==> config.mk <==
export PLATFORM = sky130hd
export DESIGN_NAME = decode_fetch_buffer
export DESIGN_NICKNAME = d
export VERILOG_FILES = /design/src/rtl/decode_fetch_buffer.sv
export SDC_FILE = /design/constraint.sdc
export NUM_CORES = 1
export LEC_CHECK = 0
export BUFFER_PORTS_ARGS = -buffer_cell sky130_fd_sc_hd__buf_2
export CORE_ASPECT_RATIO = 0.6
export CORE_UTILIZATION = 30
export DETAILED_ROUTE_END_ITERATION = 12
export SLEW_MARGIN = 20
export SYNTH_ARGS = -nofsm -noshare
export SYNTH_HDL_FRONTEND = slang
export SYNTH_SLANG_ARGS = --single-unit
==> constraint.sdc <==
create_clock -name clk -period 6.43 [get_ports clk]
set_input_delay 0.9645 -clock clk [delete_from_list [all_inputs] [get_ports clk]]
set_output_delay 0.9645 -clock clk [all_outputs]
set_load 0.1 [all_outputs]
==> src/rtl/decode_fetch_buffer.sv <==
// IF->ID instruction buffer: a DEPTH-entry show-ahead FIFO of {pc, instr}
// pairs. It also handles branch-flush recovery, presents a NOP when empty
// and keeps a saturating count of squashed entries.
module decode_fetch_buffer #(
  parameter int              XLEN      = 32,
  parameter int              DEPTH     = 4,
  parameter logic [XLEN-1:0] NOP_INSTR = 32'h00000013,
  parameter int              CNT_W     = 16
) (
  input  logic                   clk,
  input  logic                   rst,
  input  logic                   in_valid,
  output logic                   in_ready,
  input  logic [XLEN-1:0]        in_pc,
  input  logic [XLEN-1:0]        in_instr,
  output logic                   out_valid,
  input  logic                   out_ready,
  output logic [XLEN-1:0]        out_pc,
  output logic [XLEN-1:0]        out_instr,
  input  logic                   flush,
  output logic [$clog2(DEPTH):0] count,
  output logic [CNT_W-1:0]       squash_cnt
);

  localparam int               PTR_W = $clog2(DEPTH);
  localparam int               OCC_W = PTR_W + 1;
  localparam logic [OCC_W-1:0] FULL  = OCC_W'(DEPTH);

  // Add the squashed occupancy to the perf counter, clamping at all-ones.
  function automatic logic [CNT_W-1:0] sat_add(input logic [CNT_W-1:0] acc,
                                               input logic [OCC_W-1:0] inc);
    logic [CNT_W:0] sum;
    sum = {1'b0, acc} + (CNT_W+1)'(inc);
    return sum[CNT_W] ? {CNT_W{1'b1}} : sum[CNT_W-1:0];
  endfunction

  logic [XLEN-1:0]  pc_mem_q    [DEPTH];
  logic [XLEN-1:0]  instr_mem_q [DEPTH];

  logic [PTR_W-1:0] wr_ptr_q, wr_ptr_d;
  logic [PTR_W-1:0] rd_ptr_q, rd_ptr_d;
  logic [OCC_W-1:0] count_q, count_d;
  logic [CNT_W-1:0] squash_cnt_q, squash_cnt_d;
  logic             push, pop;

  // Handshake flags depend only on occupancy; in_ready never looks at out_ready.
  assign in_ready   = (count_q != FULL);
  assign out_valid  = (count_q != '0);
  assign count      = count_q;
  assign squash_cnt = squash_cnt_q;

  // Head entry is presented directly; when empty, storage is never read so
  // uninitialised entries cannot leak onto the outputs.
  always_comb begin
    out_pc    = '0;
    out_instr = NOP_INSTR;
    if (out_valid) begin
      out_pc    = pc_mem_q[rd_ptr_q];
      out_instr = instr_mem_q[rd_ptr_q];
    end
  end

  // Next-state for pointers, occupancy and squash counter; flush outranks push/pop.
  always_comb begin
    push         = in_valid && in_ready && !flush;
    pop          = out_valid && out_ready && !flush;
    wr_ptr_d     = wr_ptr_q;
    rd_ptr_d     = rd_ptr_q;
    count_d      = count_q;
    squash_cnt_d = squash_cnt_q;
    if (flush) begin
      wr_ptr_d     = '0;
      rd_ptr_d     = '0;
      count_d      = '0;
      squash_cnt_d = sat_add(squash_cnt_q, count_q);
    end else begin
      if (push) wr_ptr_d = wr_ptr_q + 1'b1;
      if (pop)  rd_ptr_d = rd_ptr_q + 1'b1;
      if (push && !pop)      count_d = count_q + 1'b1;
      else if (pop && !push) count_d = count_q - 1'b1;
    end
  end

  // Control state register with synchronous reset.
  always_ff @(posedge clk) begin
    if (rst) begin
      wr_ptr_q     <= '0;
      rd_ptr_q     <= '0;
      count_q      <= '0;
      squash_cnt_q <= '0;
    end else begin
      wr_ptr_q     <= wr_ptr_d;
      rd_ptr_q     <= rd_ptr_d;
      count_q      <= count_d;
      squash_cnt_q <= squash_cnt_d;
    end
  end

  // Entry storage; written only on an accepted push, never reset.
  always_ff @(posedge clk) begin
    if (push && !rst) begin
      pc_mem_q[wr_ptr_q]    <= in_pc;
      instr_mem_q[wr_ptr_q] <= in_instr;
    end
  end

endmodule

======== After elaboration in Yosys (flattened, before gate mapping) ========
Memories as Yosys holds them, arrays and structs flattened. A register that Yosys moved wholly into a read port is not among the register bits.
Index checks and enable logic that the tools add are counted.
operators by class
  $add $sub $neg .......................... 5
  reductions and logical operators ........ 14
  muxes and demuxes ....................... 11
  eq/ne operators ......................... 1
operator list
  operator               number
  $mux W32               2
  $add A16 B3 Y17        1
  $mux W16               1
  $mux W2                4
  $logic_and A1 B1 Y1    7
  $mux W3                2
  $add A2 B1 Y2 const B  2
  $logic_not A1 Y1       4
  $add A3 B1 Y3 const B  1
  $ne A3 B3 Y1 const B   1
  $reduce_bool A3 Y1     1
  $sub A3 B1 Y3 const B  1
  $mux W1                2
  $reduce_bool A2 Y1     1
  $reduce_or A2 Y1       1
word-level totals
  flip-flop bits (word level) ............. 23
  memories ................................ 2
  RAM bits ................................ 256
  input port bits ......................... 69
memory list
  name         words  bits a word  read ports  clocked after Yosys merged registers in  wr ports  line  source
  instr_mem_q  4      32           1           1                                        1         38    logic [XLEN-1:0] instr_mem_q [DEPTH];
  pc_mem_q     4      32           1           1                                        1         37    logic [XLEN-1:0] pc_mem_q [DEPTH];

======== Depth between registers and ports, before layout ========
Gate-level depths: netlist of the first run.
  depth in word-level cells ............... 7
  mapped depth ............................ 10
  mapped depth without buffers ............ 10

======== Least setup slack after synthesis of the first run ========
No wires, ideal clock.
  path kind ............................... register to register
  start point ............................. reg count_q[0], in the netlist count[0]
  end point ............................... mem instr_mem_q[0][0], enable pin
  period minus slack after synthesis ...... 4.292 ns
  arrival time ............................ 3.863 ns
  path slack .............................. 2.138 ns
  buffers on the path ..................... 0
  setup time .............................. 0.429 ns
  stages on the path, launching flop included .. 6
  data required time ...................... 6.001 ns
  path through ............................ dfxtp_1 -> nor2_1 -> nand2_1 -> nand2_1 -> nor2_1 -> and2_1
between the ends
  longest elaborated chain between the ends .. 6
RTL lines
  element                            line  source
  from (decl)                        42    logic [OCC_W-1:0] count_q, count_d;
  from (signal assigned)             94    count_q <= count_d;
  $ne A3 B3 Y1                       47    assign in_ready = (count_q != FULL);
  via in_ready                       13    output logic in_ready,
  $logic_and A1 B1 Y1 (2 in series)  65    push = in_valid && in_ready && !flush;
  $logic_and A1 B1 Y1                101   if (push && !rst) begin
  $mux W1                            101
  $mux W1 (not written as such)      103   instr_mem_q[wr_ptr_q] <= in_instr;
  to (decl)                          38
The timed path passes the listed nets, and every way through them passes these cells.

==> summary.txt, run 1 <==
Detailed routing
  • 1st-iter DRT viols: 389
  • DRC Markers: 0
  • Post-Route WL: 22780 um
  • TritonRoute pass-1 iters: 4
  • Vias: 5417
  • Number of routed nets with antenna violations: 0
  • Vias/cell: 4.533
  • Post-DR wirelength/cell: 19.06 um

Place
  • Dpl hpwl: 13140 um
  • RD Place Congestion: 0.7996
  • Port Buf Inserts: 153

Power and ir drop
  • NetSw: 1.011 mW
  • Switch share: 0.2507
  • Part of the power in registers: 0.502
  • Leakage: 4.499 nW
  • Total Power: 4.032 mW
  • Pwr Density: 306.6 nW/um2
  • Logic pwr share: 0.102
  • Int Pwr: 3.021 mW
  • Worst vdd ir: 0.2278 mV
  • Clock power share: 0.396

Floorplan
  • Die Y: 150.3 um
  • Die area: 37460 um2
  • Initial core utilization: 0.3095
  • Die width: 249.2 um
  • Row cnt: 53
  • Boundary Pins: 154
  • Core area: 35540 um2

Synthesis
  • EDFF count, synth: 256
  • Compound-Gate Fraction of Synth Area: 0.01399
  • Largest area contributor in the netlist: edfxtp_1
  • Syn Area/Cell: 20.26 um2
  • Synth cell types: 43
  • Largest family of logic cells by synthesized area: multiplexers
  • Post-Syn Instances: 543
  • YS warnings: 0
  • Syn_nets: 622
  • Post-synth ARST share: 0
  • Share of the yosys chip area belonging to registers: 0.7444
  • Main synth FF type: edfxtp_1
  • Post-synth top area share: 0.6989
  • Synth Area in XOR/XNOR: 0.01274
  • Synthesized area: 11000 um2
  • Yosys reg bits: 281
  • Mux share of post-synthesis cell area: 0.1338
  • Adder-cell share of the synthesized area: 0.01274
  • Area contributors post-synth: edfxtp_1 70%, mux4_2 13%, dfxtp_1 4.6%
  • Simple-Gate Fraction of Synth Area: 0.06325

STA
  • Slew @ Worst Pin: 1.023 ns
  • Slew Limit Fails: 0
  • RSZ-0062 raised after global routing: false
  • Clk_skew: 0.006701 ns
  • Setup TNS: 0 ns
  • Relative max-transition margin: 0.3181
  • Tcrit/Tclk final: 0.6363
  • Crit path time final: 4.091 ns
  • Final Hold Fails: 0
  • F_max: 244.4 MHz
  • Setup violators final: 0

Worst setup path
  • R2R cell count: 6
  • R2R Path End: pc_mem_q[1][23]
  • Nature of the critical path endpoint: output pin
  • Critical-path top delay cell: dfxtp_4
  • Crit-path max FO: 44
  • CP bufs+invs: 2
  • CP top delay family: flip-flops
  • CP startpoint kind: flop
  • Critical path data required time: 5.47 ns
  • R2R setup slack: 3.83 ns
  • RR Startpoint: count[1]
  • CP peak stage delay: 0.99 ns
  • Kind of critical path: reg2out
  • Setup crit end: out_pc[3]
  • Logic depth of the worst path, buffers included: 4
  • CP Cell Sequence: buf_4 -> mux4_2 -> and2_1 -> buf_2
  • CP Data Arrival Time: 3.13 ns

Worst hold path
  • Worst Hold Class: reg2reg

GRT
  • Initial antenna violation count: 3
  • Number of global-route vias before repair: 5745
  • Total GRT Usage: 0.1231
  • Global-route wire length before repair: 34880 um
  • Pin count of the biggest net entering global routing: 65
  • Grt ovf: 0

Status
  • Status: finished clean

Run
  • Maxcap violations: 0

CTS
  • CTS sink cnt: 281
  • CTS tree: yes
  • Clock root buffer: clkbuf_16
  • Num CTS Buffers: 27
  • Clock buffer depth: 3
  • Post-CTS Resized: 0
  • Worst-Skew Late Latency: 0.54 ns
  • # hold bufs at CTS: 0
  • H-Tree Depth: 1
  • Reg clk slew, reported paths: 0.06 ns
  • # Post-CTS Setup Buffers: 0

Finish
  • Fraction of layout cells with a size suffix above 1: 0.3893
  • Final #Nets: 785
  • Area Growth Syn to Fin: 19.55%
[flip-flops by register name (all words and copies together), names as in the netlist, named ones only]
signal / count
wr_ptr_q: 2
count: 3
pc_mem_q: 128
rd_ptr_q: 2
squash_cnt: 16
instr_mem_q: 128
[routing by layer]
layer / vias to the layer above / part of all wire / global-route usage
met5: - / 0.00044 / 0
met4: 2 / 0.018 / 0.02531
met3: 34 / 0.063 / 0.03631
met2: 137 / 0.44 / 0.1923
met1: 2761 / 0.48 / 0.1706
li1: 2483 / - / -
[synthesized netlist by cell type, drive strengths merged (2+ instances only)]
| master | number |
|---|---|
| xor2 | 8 |
| dfxtp | 25 |
| nor3 | 3 |
| nand2 | 9 |
| buf | 15 |
| a211oi | 2 |
| and4 | 4 |
| nor2 | 16 |
| o21ai | 3 |
| mux4 | 64 |
| or2 | 4 |
| nand3 | 5 |
| mux2i | 3 |
| ha | 8 |
| nand4 | 3 |
| clkbuf | 10 |
| inv | 5 |
| fa | 2 |
| a21oi | 15 |
| xnor2 | 8 |
| and2 | 66 |
| edfxtp | 256 |
[final cells by class]
| type | instances | area [um2] |
|---|---|---|
| clock buffers | 32 | 694.4 |
| clock inverters | 18 | 187.7 |
| flip-flops and latches | 281 | 8195 |
| repair buffers | 159 | 855.8 |
| fillers | 3330 | 22390 |
| multi-input cells | 232 | 2611 |
| diodes | 1 | 2.502 |
| well taps | 467 | 584.3 |
| inverters | 5 | 18.77 |
[power groups by stage]
stage / registers [mW] / clock network (mW) / logic (mW)
detailed placement: 2.06 / 0 / 0.415
global placement: 2.06 / 0 / 0.412
global route: 2.02 / 1.72 / 0.431
finish: 2.02 / 1.60 / 0.411
floorplan: 2.07 / 0 / 0.308
CTS: 2.02 / 1.65 / 0.415
[worst min-delay path by stage]
| stage | startpoint | slack, ns | to | cells past startpoint |
|---|---|---|---|---|
| after floorplan | wr_ptr_q[1] | 0.47 | wr_ptr_q[1] | 2 |
| after global placement | wr_ptr_q[1] | 0.50 | wr_ptr_q[1] | 2 |
| after detailed placement | wr_ptr_q[1] | 0.50 | wr_ptr_q[1] | 2 |
| after CTS | wr_ptr_q[1] | 0.51 | wr_ptr_q[1] | 2 |
| after global routing | wr_ptr_q[1] | 0.54 | wr_ptr_q[1] | 2 |
| final | wr_ptr_q[1] | 0.51 | wr_ptr_q[1] | 2 |
[worst register-to-register path, cell delays in order, from the launching register on]
cell and delay, ns:
dfxtp_1 0.51, nor2_1 0.07, nand2_1 0.11, nand2_1 0.14
nor2_1 0.27, and2_4 0.52, buf_4 0.58
[metrics by stage]
step	worst slack [ns]	cells	util	area (um2)	hold slack, ns
global placement	2.781	1141	0.3432	12200	0.4968
floorplan	2.138	543	-	11000	0.4692
detailed placement	2.775	1141	0.3432	12200	0.5016
global route	2.042	1194	0.3699	13150	0.5357
finish	2.339	1195	0.3700	13150	0.5126
CTS	2.171	1191	0.3680	13080	0.5102
[kinds of logic (layout without fill, tap and decap cells)]
| group | count (synthesis) | in the layout |
|---|---|---|
| flip-flops | 281 | 281 |
| AND/OR/NAND/NOR | 114 | 114 |
| multiplexers | 67 | 67 |
| buffers and inverters | 30 | 214 |
| AO/OA/AOI/OAI | 25 | 25 |
| XOR/XNOR | 16 | 16 |
| adder cells (fa/ha/maj) | 10 | 10 |
| other | 0 | 1 |
[layout by cell type (no fill, tap or decap), drive strengths merged, types with 2 or more instances in the layout]
cell	synthesis	routed
edfxtp	256	256
buf	15	159
and2	66	66
mux4	64	64
clkbuf	10	32
dfxtp	25	25
nor2	16	16
a21oi	15	15
clkinv	0	11
nand2	9	9
xor2	8	8
xnor2	8	8
ha	8	8
inv	5	6
nand3	5	5
or2	4	4
bufinv	0	4
and4	4	4
nor3	3	3
o21ai	3	3
mux2i	3	3
nand4	3	3
a211oi	2	2
fa	2	2
clkinvlp	0	2
No activity file was read; power rests on OpenSTA's default activity.
==> run 2, diff against run 1 <==
==> constraint.sdc (replaced) <==
create_clock -name clk -period 3.3 [get_ports clk]
set_input_delay 0.495 -clock clk [delete_from_list [all_inputs] [get_ports clk]]
set_output_delay 0.495 -clock clk [all_outputs]
set_load 0.1 [all_outputs]
==> summary.txt, run 2 (same netlist as run 1, synthesis figures left out) <==
Floorplan
  • Die Y: 150.3 um (unchanged)
  • Die width: 249.2 um (unchanged)
  • Boundary Pins: 154 (unchanged)
  • Core area: 35540 um2 (unchanged)
  • Die area: 37460 um2 (unchanged)
  • Row cnt: 53 (unchanged)
  • Initial core utilization: 0.3095 (unchanged)

Worst hold path
  • Hold Startpoint: in_pc[24] (was wr_ptr_q[1])
  • Worst Hold Class: in2reg (was reg2reg)

Power and ir drop
  • Leakage: 4.549 nW (was 4.499 nW)
  • Worst vdd ir: 0.4619 mV (was 0.2278 mV)
  • Total Power: 7.552 mW (was 4.032 mW)
  • Pwr Density: 569.9 nW/um2 (was 306.6 nW/um2)

Worst setup path
  • Kind of critical path: reg2out (unchanged)
  • Crit-path max FO: 23 (was 44)
  • RR Startpoint: count[2] (was count[1])
  • CP startpoint kind: flop (unchanged)
  • Critical path data required time: 2.80 ns (was 5.47 ns)
  • Nature of the critical path endpoint: output pin (unchanged)
  • CP Data Arrival Time: 2.43 ns (was 3.13 ns)

GRT
  • Global-route wire length before repair: 36510 um (was 34880 um)
  • Initial antenna violation count: 8 (was 3)
  • Total GRT Usage: 0.1286 (was 0.1231)
  • Grt ovf: 0 (unchanged)
  • Pin count of the biggest net entering global routing: 42 (was 65)
  • Number of global-route vias before repair: 5859 (was 5745)

Finish
  • Area Growth Syn to Fin: 20.49% (was 19.55%)
  • Final #Nets: 801 (was 785)
  • Most frequent cells in the layout: 256 x edfxtp_1, 153 x buf_2, 64 x mux4_2, 53 x and2_1, 27 x clkbuf_16 (was 256 x edfxtp_1, 153 x buf_2, 64 x mux4_2, 62 x and2_1, 27 x clkbuf_16)
  • Finished Layout Cells: 1213 (was 1195)
  • Final core occ: 0.3729 (was 0.3700)
  • # fillers: 3300 (was 3330)
  • Fraction of layout cells with a size suffix above 1: 0.4111 (was 0.3893)
  • Commonest non-fill, non-tap cell in the layout: edfxtp_1 (unchanged)

Detailed routing
  • Vias: 5587 (was 5417)
  • DRC Markers: 0 (unchanged)
  • 1st-iter DRT viols: 303 (was 389)
  • Vias/cell: 4.606 (was 4.533)
  • Number of routed nets with antenna violations: 0 (unchanged)
  • Post-Route WL: 24190 um (was 22780 um)
  • TritonRoute pass-1 iters: 5 (was 4)
  • Post-DR wirelength/cell: 19.94 um (was 19.06 um)

Status
  • Status: finished clean (unchanged)

CTS
  • CTS tree: yes (unchanged)
  • # hold bufs at CTS: 0 (unchanged)
  • Reg clk slew, reported paths: 0.06 ns (about the same)
  • Num CTS Buffers: 27 (unchanged)
  • Clock buffer depth: 3 (unchanged)
  • H-Tree Depth: 1 (unchanged)
  • Clock root buffer: clkbuf_16 (unchanged)
  • # Post-CTS Setup Buffers: 0 (unchanged)
  • Worst-Skew Late Latency: 0.54 ns (about the same)
  • Post-CTS Resized: 0 (unchanged)
  • CTS sink cnt: 281 (unchanged)

Place
  • Port Buf Inserts: 153 (unchanged)
  • RD Place Congestion: 0.7792 (was 0.7996)
  • Placed Cells: 1160 (was 1141)
  • Dpl hpwl: 15450 um (was 13140 um)

Run
  • Maxcap violations: 0 (unchanged)

STA
  • Setup TNS: 0 ns (unchanged)
  • RSZ-0062 raised after global routing: false (unchanged)
  • Crit path time final: 2.929 ns
  • Final Hold Fails: 0 (unchanged)
  • Relative max-transition margin: 0.6042 (was 0.3181)
  • Tcrit/Tclk final: 0.8877
  • Clk_skew: 0.008257 ns (was 0.006701 ns)
  • Slew Limit Fails: 0 (unchanged)
  • F_max: 341.4 MHz
  • Setup violators final: 0 (unchanged)
  • Slew @ Worst Pin: 0.5924 ns (was 1.023 ns)
==> run 2: changes by cell type in the layout (fill, tap and decap cells not counted), sizes merged <==
cell    change
diode       +3
clkbuf      +8
inv         -1
clkinv      -4
bufinv      -4
buf        +16
==> run 2: critical path, stage by stage (launching register included) <==
cell     delay, ns
dfxtp_4       0.35
buf_4         0.41
mux4_2        0.57
or2_2         0.28
buf_2         0.29
==> run 2: area by class of cell <==
cell class | count | area (um2) | area share
multi-input cells | 232 | 2625 | 0.1981
clock inverters | 9 | 48.80 | 0.003682
inverters | 5 | 18.77 | 0.001416
clock buffers | 40 | 724.4 | 0.05466
diodes | 4 | 10.01 | 0.0007553
well taps | 467 | 584.3 | 0.04409
flip-flops and latches | 281 | 8198 | 0.6186
repair buffers | 175 | 1044 | 0.07874
==> run 2: worst paths after layout <==
check / endpoint / slack, ns / cells past startpoint
max: out_instr[0] / 0.37 / 4
min: pc_mem_q[1][24] / 0.17 / 1
max reg2reg: count[2] / 0.88 / 9
min reg2reg: wr_ptr_q[1] / 0.52 / 2
==> run 2: power by group <==
| part | switching, mW | total [mW] | internal, mW | leakage [nW] |
|---|---|---|---|---|
| logic | 0.654 | 0.821 | 0.167 | 1.67 |
| clock network | 1.28 | 2.80 | 1.52 | 0.367 |
| registers | 0.0156 | 3.94 | 3.92 | 2.52 |
==> run 2: per-stage QoR <==
stage	hold slack [ns]	setup WS [ns]	instance area, um2
floorplan	0.4692	0.2647	11020
global placement	0.5015	0.8461	12470
detailed placement	0.5027	0.8038	12470
CTS	0.1453	0.2918	13240
global route	0.1514	0.2215	13250
finish	0.1748	0.3706	13250
==> run 2: routing by layer <==
metal  track usage  share of wire
met5             0        0.00095
met4       0.02407          0.017
met3       0.03683          0.062
met2        0.1986           0.45
met1        0.1818           0.47
